File: src/rtl/uart_pkg.sv
// Shared widths, defaults and FSM encoding for the serial transmit arbiter
// and the small UART transmitter it feeds.
package uart_pkg;
    localparam int BYTE_W            = 8;
    localparam int N_REQ_DEF         = 4;
    localparam int MAX_BURST_DEF     = 4;
    localparam int START_TIMEOUT_DEF = 15;
    localparam int BURST_W           = 4;

    typedef enum logic [2:0] {
        ST_IDLE      = 3'd0,
        ST_ARB       = 3'd1,
        ST_START     = 3'd2,
        ST_WAIT_BUSY = 3'd3,
        ST_WAIT_DONE = 3'd4
    } arb_state_e;

    function automatic int idx_w(input int n);
        return (n > 1) ? $clog2(n) : 1;
    endfunction
endpackage

File: src/rtl/rr_pick.sv
// Round-robin selector: first asserted request strictly after last_owner,
// wrapping; purely combinational.
module rr_pick
    import uart_pkg::*;
#(
    parameter int N_REQ = N_REQ_DEF,
    parameter int IDX_W = idx_w(N_REQ)
) (
    input  logic [N_REQ-1:0] req,
    input  logic [IDX_W-1:0] last_owner,
    output logic [N_REQ-1:0] winner,
    output logic [IDX_W-1:0] win_idx
);
    logic [IDX_W-1:0] cand;
    logic             found;

    always_comb begin
        winner  = '0;
        win_idx = '0;
        found   = 1'b0;
        cand    = '0;
        for (int k = 1; k <= N_REQ; k++) begin
            cand = IDX_W'((int'(last_owner) + k) % N_REQ);
            if (!found && req[cand]) begin
                found        = 1'b1;
                winner[cand] = 1'b1;
                win_idx      = cand;
            end
        end
    end
endmodule

File: src/rtl/tx_arbiter.sv
// Round-robin arbiter sharing one serial transmitter among N_REQ byte
// sources, with bounded bursts and a sticky start-timeout error.
module tx_arbiter
    import uart_pkg::*;
#(
    parameter int N_REQ         = N_REQ_DEF,
    parameter int MAX_BURST     = MAX_BURST_DEF,
    parameter int START_TIMEOUT = START_TIMEOUT_DEF
) (
    input  logic                    sys_clk,
    input  logic                    rst_n,
    input  logic [N_REQ-1:0]        req,
    input  logic [BYTE_W*N_REQ-1:0] data,
    output logic [N_REQ-1:0]        ack,
    output logic [N_REQ-1:0]        grant,
    output logic [BYTE_W-1:0]       tx_data,
    output logic                    tx_wr,
    input  logic                    tx_busy,
    output logic                    err
);
    localparam int                 IDX_W     = idx_w(N_REQ);
    localparam int                 TMO_W     = $clog2(START_TIMEOUT + 1);
    localparam logic [BURST_W-1:0] BURST_MAX = BURST_W'(MAX_BURST);
    localparam logic [TMO_W-1:0]   TMO_LAST  = TMO_W'(START_TIMEOUT - 1);

    arb_state_e         state_q, state_d;
    logic [N_REQ-1:0]   grant_q, grant_d;
    logic [IDX_W-1:0]   owner_q, owner_d;
    logic [IDX_W-1:0]   last_owner_q, last_owner_d;
    logic [BYTE_W-1:0]  tx_data_q, tx_data_d;
    logic [BURST_W-1:0] burst_q, burst_d;
    logic [TMO_W-1:0]   tmo_q, tmo_d;
    logic               err_q, err_d;

    logic [N_REQ-1:0]   win;
    logic [IDX_W-1:0]   win_idx;

    rr_pick #(
        .N_REQ (N_REQ),
        .IDX_W (IDX_W)
    ) u_rr_pick (
        .req        (req),
        .last_owner (last_owner_q),
        .winner     (win),
        .win_idx    (win_idx)
    );

    always_comb begin
        state_d      = state_q;
        grant_d      = grant_q;
        owner_d      = owner_q;
        last_owner_d = last_owner_q;
        tx_data_d    = tx_data_q;
        burst_d      = burst_q;
        tmo_d        = tmo_q;
        err_d        = err_q;
        case (state_q)
            ST_IDLE: begin
                if (|req && !tx_busy) state_d = ST_ARB;
            end
            ST_ARB: begin
                // a request withdrawn during the ARB cycle just returns to idle
                if (|win) begin
                    grant_d   = win;
                    owner_d   = win_idx;
                    tx_data_d = data[win_idx*BYTE_W +: BYTE_W];
                    burst_d   = '0;
                    state_d   = ST_START;
                end else begin
                    state_d = ST_IDLE;
                end
            end
            ST_START: begin
                if (burst_q != '1) burst_d = burst_q + BURST_W'(1);
                // tmo counts cycles since tx_wr, so err lands START_TIMEOUT cycles after it
                tmo_d   = TMO_W'(1);
                state_d = ST_WAIT_BUSY;
            end
            ST_WAIT_BUSY: begin
                if (tx_busy) begin
                    state_d = ST_WAIT_DONE;
                end else if (tmo_q >= TMO_LAST) begin
                    // owner is rotated past so a dead requester cannot starve the rest
                    err_d        = 1'b1;
                    grant_d      = '0;
                    last_owner_d = owner_q;
                    state_d      = ST_IDLE;
                end else begin
                    tmo_d = tmo_q + TMO_W'(1);
                end
            end
            ST_WAIT_DONE: begin
                if (!tx_busy) begin
                    if (req[owner_q] && (burst_q < BURST_MAX)) begin
                        tx_data_d = data[owner_q*BYTE_W +: BYTE_W];
                        state_d   = ST_START;
                    end else begin
                        last_owner_d = owner_q;
                        grant_d      = '0;
                        state_d      = ST_IDLE;
                    end
                end
            end
            default: state_d = ST_IDLE;
        endcase
    end

    always_ff @(posedge sys_clk or negedge rst_n) begin
        if (!rst_n) begin
            state_q      <= ST_IDLE;
            grant_q      <= '0;
            owner_q      <= '0;
            last_owner_q <= IDX_W'(N_REQ - 1);
            tx_data_q    <= '0;
            burst_q      <= '0;
            tmo_q        <= '0;
            err_q        <= 1'b0;
        end else begin
            state_q      <= state_d;
            grant_q      <= grant_d;
            owner_q      <= owner_d;
            last_owner_q <= last_owner_d;
            tx_data_q    <= tx_data_d;
            burst_q      <= burst_d;
            tmo_q        <= tmo_d;
            err_q        <= err_d;
        end
    end

    assign grant   = grant_q;
    assign tx_data = tx_data_q;
    assign tx_wr   = (state_q == ST_START);
    assign ack     = (state_q == ST_WAIT_BUSY && tx_busy) ? grant_q : '0;
    assign err     = err_q;
endmodule

File: config.mk
export PLATFORM = sky130hd
export DESIGN_NAME = tx_arbiter
export DESIGN_NICKNAME = d
export VERILOG_FILES = /design/src/rtl/uart_pkg.sv /design/src/rtl/rr_pick.sv /design/src/rtl/tx_arbiter.sv
export SDC_FILE = /design/constraint.sdc
export NUM_CORES = 1
export LEC_CHECK = 0
export CORE_MARGIN = 10
export CORE_UTILIZATION = 35
export DETAILED_ROUTE_END_ITERATION = 10
export PLACE_DENSITY = 0.72
export SLEW_MARGIN = 30
export SYNTH_ARGS = -nofsm -noshare
export SYNTH_HDL_FRONTEND = slang
export SYNTH_SLANG_ARGS = --single-unit
File: constraint.sdc
create_clock -name sys_clk -period 4.65 [get_ports sys_clk]
set_input_delay 0.93 -clock sys_clk [delete_from_list [all_inputs] [get_ports sys_clk]]
set_output_delay 0.93 -clock sys_clk [all_outputs]
set_load 0.005 [all_outputs]
==> out/qor.csv <==
stage,metric,value,unit
logic_synthesis,"EDFF count, synth",0,
detailed_routing,Final Routed Wirelength,4.84,mm
timing,Max-Slew Margin vs Limit,65.9,%
detailed_routing,count of TritonRoute iterations in the first routing pass,4,
logic_synthesis,Post-Syn Instances,193,
worst_setup_path,"setup slack, reg-to-reg",1.00,ns
timing,Final Hold Fails,0,
final_layout,count of non-filler cells in the finished layout,319,
final_layout,area added between synthesis and finish,31.3,%
detailed_routing,DRC violations left,0,
clock_network,clock-pin slew of the registers on the worst-case setup and hold paths,0.10,ns
timing,largest clock skew in the final design,0.00490,ns
detailed_routing,Iteration-0 DRC Markers,136,
placement,Port Buf Inserts,56,
pwr,share of total power in combinational logic,64.6,%
global_routing,largest net degree at the start of global routing,29,
logic_synthesis,ys async rst share,100,%
worst_setup_path,critical path data arrival time,3.84,ns
timing,crit path time final,3.68,ns
placement,Detail Placement HPWL,3.82,mm
floorplan,total I/O pin count,57,
global_routing,global-route wire length before repair,8.19,mm
clock_network,clk root buf,clkbuf_8,
placement,Final GP Congestion,0.763,
worst_setup_path,cells on worst reg2reg path,9,
detailed_routing,average wire per standard cell,15.2,um
pwr,total power of the final layout,1.77,mW
global_routing,antenna violations before repair,0,
pwr,sequential cell fraction of total power,26.8,%
logic_synthesis,part of the Yosys area used for sequential elements,33.4,%
worst_setup_path,cell family contributing the most delay on the critical path,multiplexers,
timing,period utilization,79.1,%
floorplan,std cell rows,28,
clock_network,clk sink count,28,
final_layout,sequential standard cell area,703,sq um
final_layout,share of the core filled with cells,46.9,%
final_layout,number of diodes,0,
pwr,switching power total,0.702,mW
timing,Sum Neg Setup Slack,0,ns
hold_path,hold crit path type,flip-flop to flip-flop,
logic_synthesis,distinct cell type count of the synthesized netlist,46,
worst_setup_path,CP Capture Type,flip-flop,
logic_synthesis,mean cell area of the mapped netlist,10.9,sq um
final_layout,filler cell count,562,
floorplan,Die Area,9510,sq um
final_layout,layout cell share with drive strength beyond 1,16.8,%
timing,count of pins over their slew limit,0,
floorplan,Initial Util,35.7,%
pwr,P_leak,1.16,nW
timing,RSZ-0062 raised after global routing,false,
hold_path,worst min-delay path startpoint,err$_DFFE_PN0P_,
logic_synthesis,"Cell Area, Synth",2100,sq um
hold_path,end of the worst hold path,err$_DFFE_PN0P_,
clock_network,number of buffers added by the clock tree synthesis step,3,
floorplan,placeable core region,5890,sq um
run,count of maximum capacitance violations,0,
pwr,share of total power in the clock network,8.7,%
hold_path,hold path depth,1,
worst_setup_path,critical path required time,4.82,ns
final_layout,area used by multi-input combinational logic,1320,sq um
timing,worst slack on hold paths,0.466,ns
timing,slew of the pin with the lowest slew margin,0.501,ns
timing,final setup vio count,0,
global_routing,number of global-route vias before repair,1759,
clock_network,post-CTS setup-driven buffer insertion count,0,
pwr,largest voltage drop on the vdd net,0.306,mV
clock_network,H-tree Lvls,1,
global_routing,GR Overflow Total,0,
worst_setup_path,r2r endpoint,tx_data[2]$_DFFE_PN0P_,
worst_setup_path,critical path cell sequence,"clkdlybuf4s50_1, or3b_1, a2111oi_2, or2_1, a2bb2oi_4, mux2i_4, mux4_2, mux2_2",
clock_network,maximum buffer depth of the clock tree,2,
logic_synthesis,flip-flop cell with the highest count after synthesis,dfrtp_1,
detailed_routing,drt via density,5.32,
clock_network,hold buffers post-CTS,0,
logic_synthesis,number of synthesized register bits,28,
timing,maximum clock frequency,272,MHz
clock_network,insertion delay of the later-clocked pin in the worst-skew pair,0.28,ns
floorplan,die extent in y,97.5,um
global_routing,GRT Util Overall,9.93,%
clock_network,clock tree from TritonCTS,yes,
clock_network,PostCTS Resize Cnt,0,
detailed_routing,via count of the routed design,1698,
pwr,P_int,1.07,mW
worst_setup_path,biggest fanout along the worst timing path,11,
pwr,PwrDens,640,nW/um^2
run_status,status,completed,
logic_synthesis,Syn Nets,243,
worst_setup_path,origin of the critical flop-to-flop path,last_owner_q[0]$_DFFE_PN1P_,
worst_setup_path,cell with the biggest individual delay on the critical path,clkdlybuf4s50_1,
detailed_routing,post-route antenna net violation count,0,
logic_synthesis,Synth warnings,0,
worst_setup_path,CP startpoint kind,primary input,
pwr,sw frac,39.7,%
placement,total instance count after detailed placement,315,
worst_setup_path,delay of the slowest cell on the worst path,0.66,ns
floorplan,x dimension of the die,97.5,um
final_layout,"Net count, final",295,
worst_setup_path,start-to-end type of the worst setup path,primary input to flip-flop,
worst_setup_path,number of buffers and inverters on the critical path,1,
## layer usage
metal  GRT usage (%)  up-vias  share of wire (%)
li1                -      833                  -
met1            11.6      815                 45
met2            16.3       46                 46
met3            4.20        4                8.1
met4            2.57        0               0.66
met5               0        -                  0
## placed cells by master (no fill, tap or decap), types with 2 or more instances in the layout
cell	synthesis	final
o21a_1	2	2
a21o_1	3	3
a2111oi_2	2	2
nor2b_1	7	7
a22oi_1	2	2
mux2i_1	4	4
nor3_1	7	7
dfrtp_1	26	26
and3_1	4	4
a221o_1	4	4
nand2b_1	3	3
a41oi_1	2	2
nand2_1	14	14
clkdlybuf4s50_1	0	56
a21oi_1	4	4
o21ai_0	7	7
dfstp_2	2	2
nand3b_1	2	2
a221oi_1	2	2
clkbuf_8	0	4
ha_1	11	11
nor2_1	12	12
a31o_2	3	3
a31oi_1	2	2
o2bb2ai_1	2	2
or3b_1	2	2
inv_1	7	7
mux4_2	12	12
mux2_2	13	13
xnor2_1	2	2
and2_1	6	6
## through the flow
step                      area, sq um  setup WS [ns]
after global placement           2710          0.777
final                            2760          0.974
after detailed placement         2710          0.659
after CTS                        2760          0.963
after global routing             2760          0.822
after floorplan                  2100           1.33
## state kept, by name, indices dropped and copies added, names as in the netlist
name,cells
tx_data,8
burst_q,4
grant,4
tmo_q,4
state_q,3
last_owner_q,2
owner_q,2
err,1
## worst max path at each step
stage                                      from                endpoint  slack, ns  cells after the start
floorplan           last_owner_q[0]$_DFFE_PN1P_  tx_data[0]$_DFFE_PN0P_       1.33                     12
global placement                         req[0]  tx_data[6]$_DFFE_PN0P_       0.78                      8
detailed placement                       req[0]  tx_data[2]$_DFFE_PN0P_       0.66                      8
CTS                                      req[0]  tx_data[2]$_DFFE_PN0P_       0.96                      8
global route        last_owner_q[0]$_DFFE_PN1P_  tx_data[2]$_DFFE_PN0P_       0.82                      9
finish                                   req[0]  tx_data[2]$_DFFE_PN0P_       0.97                      8
## cells in the mapped netlist (4+ instances only)
library cell	number	area share [%]
dfrtp_1	26	31
ha_1	11	6.5
a21oi_1	4	0.95
mux2_2	13	7.0
nor3_1	7	1.7
mux2i_1	4	1.9
mux4_2	12	13
nor2_1	12	2.1
nor2b_1	7	2.1
buf_2	5	1.2
nand2_1	14	2.5
a221o_1	4	1.9
o21ai_0	7	1.7
inv_1	7	1.2
and2_1	6	1.8
and3_1	4	1.2
## power by group through the flow
stage	clock network (mW)	logic [mW]	registers, mW
6_report	0.153	1.14	0.473
3_5_place_dp	0	1.15	0.479
4_1_cts	0.156	1.16	0.474
2_1_floorplan	0	0.864	0.448
5_1_grt	0.170	1.27	0.492
3_3_place_gp	0	1.13	0.473
## cells by family after synthesis
kind of cell,Yosys count,synth area share (%)
fa+ha+maj,11,6.54
flops,28,33.4
simple gates,61,15.0
compound gates,43,17.0
xor+xnor,3,1.25
buf+inv,17,4.05
mux,30,22.8
## layout make-up
type | count | share of cell area [%]
flip-flops and latches | 28 | 25.5
repair buffers | 57 | 20.6
clock buffers | 4 | 1.99
well taps | 75 | 3.40
multi-input cells | 148 | 47.6
inverters | 7 | 0.952
Note: power is estimated with default switching activity, not from simulation.
